===== config.mk =====
export PLATFORM = sky130hd
export DESIGN_NAME = cache_controller_flat
export DESIGN_NICKNAME = d
export VERILOG_FILES = /design/src/rtl/cache_controller_if.sv /design/src/rtl/cache_controller.sv /design/src/flat_wrapper.sv
export SDC_FILE = /design/constraint.sdc
export NUM_CORES = 1
export LEC_CHECK = 0
export ABC_CLOCK_PERIOD_IN_PS = 1500
export BUFFER_PORTS_ARGS = -buffer_cell sky130_fd_sc_hd__buf_4
export CORE_MARGIN = 4
export CORE_UTILIZATION = 30
export DETAILED_ROUTE_END_ITERATION = 10
export PLACE_DENSITY = 0.52
export REMOVE_ABC_BUFFERS = 1
export SETUP_SLACK_MARGIN = 0.5
export SLEW_MARGIN = 25
export SYNTH_ARGS = -nofsm -noshare
export SYNTH_HDL_FRONTEND = slang
export SYNTH_SLANG_ARGS = --single-unit

===== constraint.sdc =====
create_clock -name clk -period 1.5 [get_ports clk]
set_input_delay 0.3 -clock clk [delete_from_list [all_inputs] [get_ports clk]]
set_output_delay 0.3 -clock clk [all_outputs]
set_load 0.02 [all_outputs]

===== src/rtl/cache_controller_if.sv =====
// CPU/datapath side of the cache sequencing controller: requests, lookup status,
// datapath strobes and performance counters.
interface cache_controller_if #(
   parameter int CNT_W = 16
);
   logic             rd_req;
   logic             wr_req;
   logic             cpu_is_byte;
   logic             hit;
   logic             dirty_bit;
   logic             cache_we;
   logic             cache_in_select;
   logic             mem_in_select;
   logic             cache_is_byte;
   logic             mem_we;
   logic             done;
   logic             stall;
   logic             busy;
   logic [CNT_W-1:0] miss_count;
   logic [CNT_W-1:0] wb_count;

   modport slave (
      input  rd_req, wr_req, cpu_is_byte, hit, dirty_bit,
      output cache_we, cache_in_select, mem_in_select, cache_is_byte, mem_we,
             done, stall, busy, miss_count, wb_count
   );

   modport master (
      output rd_req, wr_req, cpu_is_byte, hit, dirty_bit,
      input  cache_we, cache_in_select, mem_in_select, cache_is_byte, mem_we,
             done, stall, busy, miss_count, wb_count
   );
endinterface


===== src/rtl/cache_controller.sv =====
// Sequencing FSM turning CPU loads/stores into cache datapath strobes, with
// dirty-line writeback and line fill against a fixed-latency main memory.
//
// state  | meaning
// IDLE   | lookup; hits complete this cycle, misses start WB or FILL
// WB     | victim line written to memory for MEM_LATENCY cycles
// FILL   | line read from memory; written into cache on the last cycle
module cache_controller #(
   parameter int MEM_LATENCY = 4,
   parameter int CNT_W       = 16
) (
   input  logic                 clk,
   input  logic                 rst_b,
   cache_controller_if.slave    bus
);
   localparam int            CW     = $clog2(MEM_LATENCY) + 1;
   localparam logic [CW-1:0] CNT_LD = CW'(MEM_LATENCY - 1);

   typedef enum logic [1:0] {
      S_IDLE = 2'd0,
      S_WB   = 2'd1,
      S_FILL = 2'd2
   } state_t;

   state_t           state_q, state_d;
   logic [CW-1:0]    cnt_q, cnt_d;
   logic [CNT_W-1:0] miss_q, miss_d;
   logic [CNT_W-1:0] wb_q, wb_d;

   logic req;
   logic cache_we, cache_in_select, mem_in_select, cache_is_byte, mem_we, done;

   always_ff @(posedge clk or negedge rst_b) begin
      if (!rst_b) begin
         state_q <= S_IDLE;
         cnt_q   <= '0;
         miss_q  <= '0;
         wb_q    <= '0;
      end else begin
         state_q <= state_d;
         cnt_q   <= cnt_d;
         miss_q  <= miss_d;
         wb_q    <= wb_d;
      end
   end

   always_comb begin
      req             = bus.rd_req | bus.wr_req;
      state_d         = state_q;
      cnt_d           = cnt_q;
      miss_d          = miss_q;
      wb_d            = wb_q;
      cache_we        = 1'b0;
      cache_in_select = 1'b1;
      mem_in_select   = 1'b0;
      cache_is_byte   = bus.cpu_is_byte;
      mem_we          = 1'b0;
      done            = 1'b0;

      case (state_q)
         S_IDLE: begin
            if (req) begin
               if (bus.hit) begin
                  // a simultaneous rd/wr request resolves to a store
                  done     = 1'b1;
                  cache_we = bus.wr_req;
               end else begin
                  miss_d  = miss_q + CNT_W'(1);
                  cnt_d   = CNT_LD;
                  state_d = bus.dirty_bit ? S_WB : S_FILL;
               end
            end
         end
         S_WB: begin
            mem_in_select = 1'b1;
            mem_we        = 1'b1;
            if (cnt_q == '0) begin
               state_d = S_FILL;
               cnt_d   = CNT_LD;
               wb_d    = wb_q + CNT_W'(1);
            end else begin
               cnt_d = cnt_q - CW'(1);
            end
         end
         S_FILL: begin
            if (cnt_q == '0) begin
               // full-word fill; the re-lookup in IDLE completes the access
               cache_we        = 1'b1;
               cache_in_select = 1'b0;
               cache_is_byte   = 1'b0;
               state_d         = S_IDLE;
            end else begin
               cnt_d = cnt_q - CW'(1);
            end
         end
         default: begin
            state_d = S_IDLE;
            cnt_d   = '0;
         end
      endcase

      // outputs are Mealy, so reset must mask them directly
      if (!rst_b) begin
         cache_we        = 1'b0;
         cache_in_select = 1'b1;
         mem_in_select   = 1'b0;
         cache_is_byte   = 1'b0;
         mem_we          = 1'b0;
         done            = 1'b0;
      end
   end

   assign bus.cache_we        = cache_we;
   assign bus.cache_in_select = cache_in_select;
   assign bus.mem_in_select   = mem_in_select;
   assign bus.cache_is_byte   = cache_is_byte;
   assign bus.mem_we          = mem_we;
   assign bus.done            = done;
   assign bus.stall           = rst_b & req & ~done;
   assign bus.busy            = rst_b & (state_q != S_IDLE);
   assign bus.miss_count      = miss_q;
   assign bus.wb_count        = wb_q;
endmodule


===== src/flat_wrapper.sv =====
// flat-port wrapper written by rule: the top's interface ports become plain ports
module cache_controller_flat 
#(
   parameter int MEM_LATENCY = 4,
   parameter int CNT_W       = 16
)
  (clk, rst_b, bus_rd_req, bus_wr_req, bus_cpu_is_byte, bus_hit, bus_dirty_bit, bus_cache_we, bus_cache_in_select, bus_mem_in_select, bus_cache_is_byte, bus_mem_we, bus_done, bus_stall, bus_busy, bus_miss_count, bus_wb_count);
  cache_controller_if #(.CNT_W(CNT_W)) bus_i ();
  input  logic clk;
  input  logic rst_b;
  input wire logic [$bits(bus_i.rd_req)-1:0] bus_rd_req;
  input wire logic [$bits(bus_i.wr_req)-1:0] bus_wr_req;
  input wire logic [$bits(bus_i.cpu_is_byte)-1:0] bus_cpu_is_byte;
  input wire logic [$bits(bus_i.hit)-1:0] bus_hit;
  input wire logic [$bits(bus_i.dirty_bit)-1:0] bus_dirty_bit;
  output wire logic [$bits(bus_i.cache_we)-1:0] bus_cache_we;
  output wire logic [$bits(bus_i.cache_in_select)-1:0] bus_cache_in_select;
  output wire logic [$bits(bus_i.mem_in_select)-1:0] bus_mem_in_select;
  output wire logic [$bits(bus_i.cache_is_byte)-1:0] bus_cache_is_byte;
  output wire logic [$bits(bus_i.mem_we)-1:0] bus_mem_we;
  output wire logic [$bits(bus_i.done)-1:0] bus_done;
  output wire logic [$bits(bus_i.stall)-1:0] bus_stall;
  output wire logic [$bits(bus_i.busy)-1:0] bus_busy;
  output wire logic [$bits(bus_i.miss_count)-1:0] bus_miss_count;
  output wire logic [$bits(bus_i.wb_count)-1:0] bus_wb_count;
  assign bus_i.rd_req = bus_rd_req;
  assign bus_i.wr_req = bus_wr_req;
  assign bus_i.cpu_is_byte = bus_cpu_is_byte;
  assign bus_i.hit = bus_hit;
  assign bus_i.dirty_bit = bus_dirty_bit;
  assign bus_cache_we = bus_i.cache_we;
  assign bus_cache_in_select = bus_i.cache_in_select;
  assign bus_mem_in_select = bus_i.mem_in_select;
  assign bus_cache_is_byte = bus_i.cache_is_byte;
  assign bus_mem_we = bus_i.mem_we;
  assign bus_done = bus_i.done;
  assign bus_stall = bus_i.stall;
  assign bus_busy = bus_i.busy;
  assign bus_miss_count = bus_i.miss_count;
  assign bus_wb_count = bus_i.wb_count;
  cache_controller #(.MEM_LATENCY(MEM_LATENCY), .CNT_W(CNT_W)) u_core (.clk(clk), .rst_b(rst_b), .bus(bus_i));
endmodule

==> After elaboration in Yosys (flattened, before gate mapping) <==
Cells that the tools add are included.
{ "totals": {"mem_bits_ro": 0, "ramBits": 0, "memories": 0, "in_bits": 7, "out_inout_bits": 40, "ff_bits": 37, "wordCells": 55, "latch_bits": 0} }
{ "classes": {"n_eq_ne": 7, "add_sub_neg": 3, "mux": 28, "n_shift": 0, "bitwise": 6, "n_reduce_logical": 7, "magnitude_cmp": 0, "mul": 0, "div": 0} }
{ "ops": {"columns": ["operator", "n"], "rows": [
  ["$add 16x1->16 const B", 2],
  ["$mux 1", 16],
  ["$mux 3", 4],
  ["$mux 2", 5],
  ["$pmux 3 s3", 1],
  ["$ne 2x1->1 const B", 3],
  ["$pmux 2 s3", 1],
  ["$reduce_and 3->1", 2],
  ["$ne 2x2->1 const B", 2],
  ["$reduce_and 4->1", 1],
  ["$and 1x1->1", 3],
  ["$logic_not 3->1", 1],
  ["$sub 3x1->3 const B", 1],
  ["$eq 2x1->1 const B", 1],
  ["$eq 2x2->1 const B", 1],
  ["$logic_not 2->1", 1],
  ["$not 1->1", 2],
  ["$pmux 1 s2", 1],
  ["$reduce_and 2->1", 1],
  ["$reduce_bool 2->1", 1],
  ["$or 1x1->1", 1]
]} }

==> Depth between registers and ports, before layout <==
{ "depth": {"ltp_word": 6, "depth_mapped": 7} }

==> Worst setup path after synthesis <==
OpenSTA, ideal clock, no wires.
{ "synth_timing": {"path_type": "reg-to-output", "start": "reg u_core.state_q[0]", "end": "out bus_done", "setup_slack_ns": -0.105, "arrival_ns": 1.305, "stages_incl_launch_ff": 4, "n_path_buf": 1, "path_cell_list": "dfrtp_1 > buf_2 > nor3b_1 > nor2b_1"} }
{ "synth_between": {"elab_chain_cells": 3} }
{ "synth_lines": {"columns": ["item", "line_no", "text"], "rows": [
  ["start, declared", "cache_controller.sv:25", "state_t state_q, state_d;"],
  ["start signal, assigned", "cache_controller.sv:40", "state_q <= state_d;"],
  ["$logic_not 2->1", "cache_controller.sv:60", "case (state_q)"],
  ["$mux 1", "cache_controller.sv:60", null],
  ["$mux 1", "cache_controller.sv:103", "if (!rst_b) begin"],
  ["end, declared", "flat_wrapper.sv:21", "output wire logic [$bits(bus_i.done)-1:0] bus_done;"]
]} }
No other way between the ends.

==> Final worst setup path <==
{ "layout_timing": {"start": "reg u_core.cnt_q[1]", "end": "out bus_cache_in_select"} }
{ "layout_between": {"elab_chain_cells": 4} }
{ "layout_lines": {"columns": ["item", "line_no", "text"], "rows": [
  ["start, declared", "cache_controller.sv:26", "logic [CW-1:0] cnt_q, cnt_d;"],
  ["start signal, assigned", "cache_controller.sv:41", "cnt_q <= cnt_d;"],
  ["$logic_not 3->1", "cache_controller.sv:86", "if (cnt_q == '0) begin"],
  ["$mux 1", "cache_controller.sv:86", null],
  ["$mux 1", "cache_controller.sv:60", null],
  ["$mux 1", "cache_controller.sv:103", null],
  ["end, declared", "flat_wrapper.sv:17", "output wire logic [$bits(bus_i.cache_in_select)-1:0] bus_cache_in_select;"]
]} }
No other way between the ends.

==> results.md <==
* Status: finished, violations left
* Failing checks: setup timing
* Routed WL at 5458 um
* DRC Markers at 0
* CP endpoint kind: primary output
* Tcrit/Tclk final at 1.219
* Synth warnings at 0
* # rows at 28
* Reg power frac at 0.289
* GRT Util Overall at 0.1494
* Grt total ovfl at 0
* Slew @ Worst Pin at 0.5028 ns
* Chip Width at 87.23 um
* Worst Slack Setup Final at -0.3282 ns
* Clk pwr share at 0.154
* Hpwl dp at 3114 um
* Critical Path Source: u_core.cnt_q[1]
* Yosys top cell by area: dfrtp_1
* H-Tree Depth at 2
* Asr flop ratio synth at 1.000
* WS Path Type: reg2out
* Top cells by area, synth: dfrtp_1, xor2_1, xnor2_1
* Via count at 1,802
* Min Tclk post-route at 1.828 ns
* Top-area cell type share of the netlist area at 0.4917
* Final core occ at 0.6239
* I/O pin total at 47
* # diodes at 0
* CTS buffer count at 5
* Synth top cells by count: dfrtp_1, nor2_1, xor2_1
* CTS tree: built
* Max-slew headroom at 0.6641
* Critical Path AT at 1.53 ns
* First-pass GRT wire length at 8949 um
* Final ANT Viol Nets at 0
* Initial drt markers at 33
* Layout area overhead at 98.47%
* Reg2reg end: u_core.cnt_q[0]
* Wirelength per Cell at 13.82 um
* Netlist cell types at 40
* Setup tns final at -3.934 ns
* #FFs+latches synth at 37
* Initial antenna violation count at 0
* Number of global-route vias before repair at 1,892
* Data required, critical path at 1.20 ns
* Power Dens Cells at 1237 nW/um2
* Port bufs at 46
* Reg2reg setup slack at -0.21 ns
* Worst Hold Class: in2async
* VDD IR max at 0.8354 mV
* Worst reg-to-reg path cell count at 11
* Largest net degree at the start of global routing at 35
* TritonRoute pass-1 iters at 6
* Post-Layout Cell Count at 395
* Seq/Total Area, Yosys at 0.4917
* Synthesized cell area at 1883 um2
* Top FF cell, synth: dfrtp_1
* Die H at 87.23 um
* Pre-CTS setup slack at -0.1283 ns
* Syn Inst Count at 178
* Fin Clk Skew at 0.005385 ns
* CP Launch Type: register
* Max-slew violations at 0
* Nets at 331
* Layout filler cell count at 483
* Worst-Skew Late Latency at 0.28 ns
* Final hold vios at 0
* Clk buf depth at 2
* Combinational fraction of design power at 0.558
* Routability-driven placement congestion ratio at 0.7025
* Core Region at 5991 um2
* Switch share at 0.3347
* Initial Utilization at 0.3143
* Leak at 1.862 nW
* RSZ-0062 raised after global routing: yes
* Worst r2r src: u_core.cnt_q[1]
* Switching power at 1.547 mW
* Final setup vio count at 38
* Clock sinks at 37
* Die ar. at 7608 um2
* Clk slew on worst S/H paths at 0.07 ns
* Pwr Total at 4.623 mW
* Most common cell in the netlist: dfrtp_1
* Critical Path Sink: bus_cache_in_select
* Fraction of layout cells with a size suffix above 1 at 0.6375
* Maxcap violations at 0
* Fmax at 547.0 MHz
* Int Power at 3.076 mW
* Via density at 4.562
* Placed Cells at 322
* EDFF count, synth at 0
* Mean post-synth cell area at 10.58 um2
* Worst-path maximum fanout at 4
* CTS root buf: clkbuf_8
==> worst min-delay path by stage <==
| stage | end | cells past startpoint |
|---|---|---|
| after global routing | u_core.bus.miss_count[0] | 2 |
| after floorplan | u_core.bus.miss_count[0] | 0 |
| after detailed placement | u_core.cnt_q[2] | 1 |
| after global placement | u_core.cnt_q[2] | 1 |
| after CTS | u_core.bus.miss_count[10] | 2 |
| final | u_core.bus.miss_count[1] | 2 |
==> registers in the layout (all words and copies together), names as in the netlist <==
| register | cells |
|---|---|
| u_core.state_q | 2 |
| u_core.bus.miss_count | 16 |
| u_core.bus.wb_count | 16 |
| u_core.cnt_q | 3 |
==> cell type report <==
cell class	instances	area [um2]	share of cell area
repair buffers	139	1345	0.3599
inverters	7	26.28	0.007030
flip-flops and latches	37	935.9	0.2504
well taps	75	93.84	0.02511
clock buffers	7	86.33	0.02310
multi-input cells	130	1250	0.3344
==> worst max-delay path, cell delays in order (launching register included) <==
cell	delay, ns
dfrtp_1	0.39
inv_2	0.08
ha_4	0.15
nand3b_1	0.11
or3b_4	0.39
buf_6	0.14
==> power groups by stage <==
stage	Clock [mW]	Combinational [mW]	Sequential [mW]
after floorplan	0	0.528	1.47
after global placement	0	1.34	1.33
after detailed placement	0	1.34	1.34
after CTS	0.731	2.28	1.31
after global routing	0.784	2.76	1.35
final	0.711	2.58	1.33
==> cell usage in the layout, fill, tap and decap left out, drive strengths merged, types with 2 or more instances in the layout <==
master / count
and2: 2
and3: 7
and3b: 2
and4bb: 2
buf: 138
clkbuf: 7
dfrtp: 37
ha: 4
inv: 7
mux2: 2
nand2: 11
nand2b: 2
nand3: 12
nand3b: 3
nand4: 6
nor2: 17
nor2b: 4
nor3: 6
o21ai: 6
xnor2: 14
xor2: 16
==> timing repair <==
action,in CTS,in global routing
hold buffers,1,0
resized for setup,117,36
buffers inserted,48,17
pin swaps,42,21
endpoints found under the hold margin,3,0
endpoints found under the setup margin,77,77
==> layer usage <==
layer / global-route usage / part of all wire
met1: 0.1894 / 0.44
met2: 0.2553 / 0.50
met3: 0.04163 / 0.050
met4: 0.02929 / 0.0084
met5: 0 / 0
==> stage by stage <==
stage | cell area (um2) | hold WS (ns)
detailed placement | 2500 | 0.1250
floorplan | 1858 | 0.004409
global placement | 2500 | 0.1279
global route | 3737 | 0.1578
CTS | 3427 | 0.1408
finish | 3737 | 0.1150
==> cell families after synthesis <==
kind of cell,after synthesis,share of synthesized area
muxes,2,0.01196
AOI/OAI and AO/OA,12,0.03920
xor gates and xnor gates,30,0.1395
adders and majority gates,5,0.03189
DFF,37,0.4917
and+or+nand+nor,81,0.2585
buffers and inverters,11,0.02724
Power figures use the tool's default switching activity.
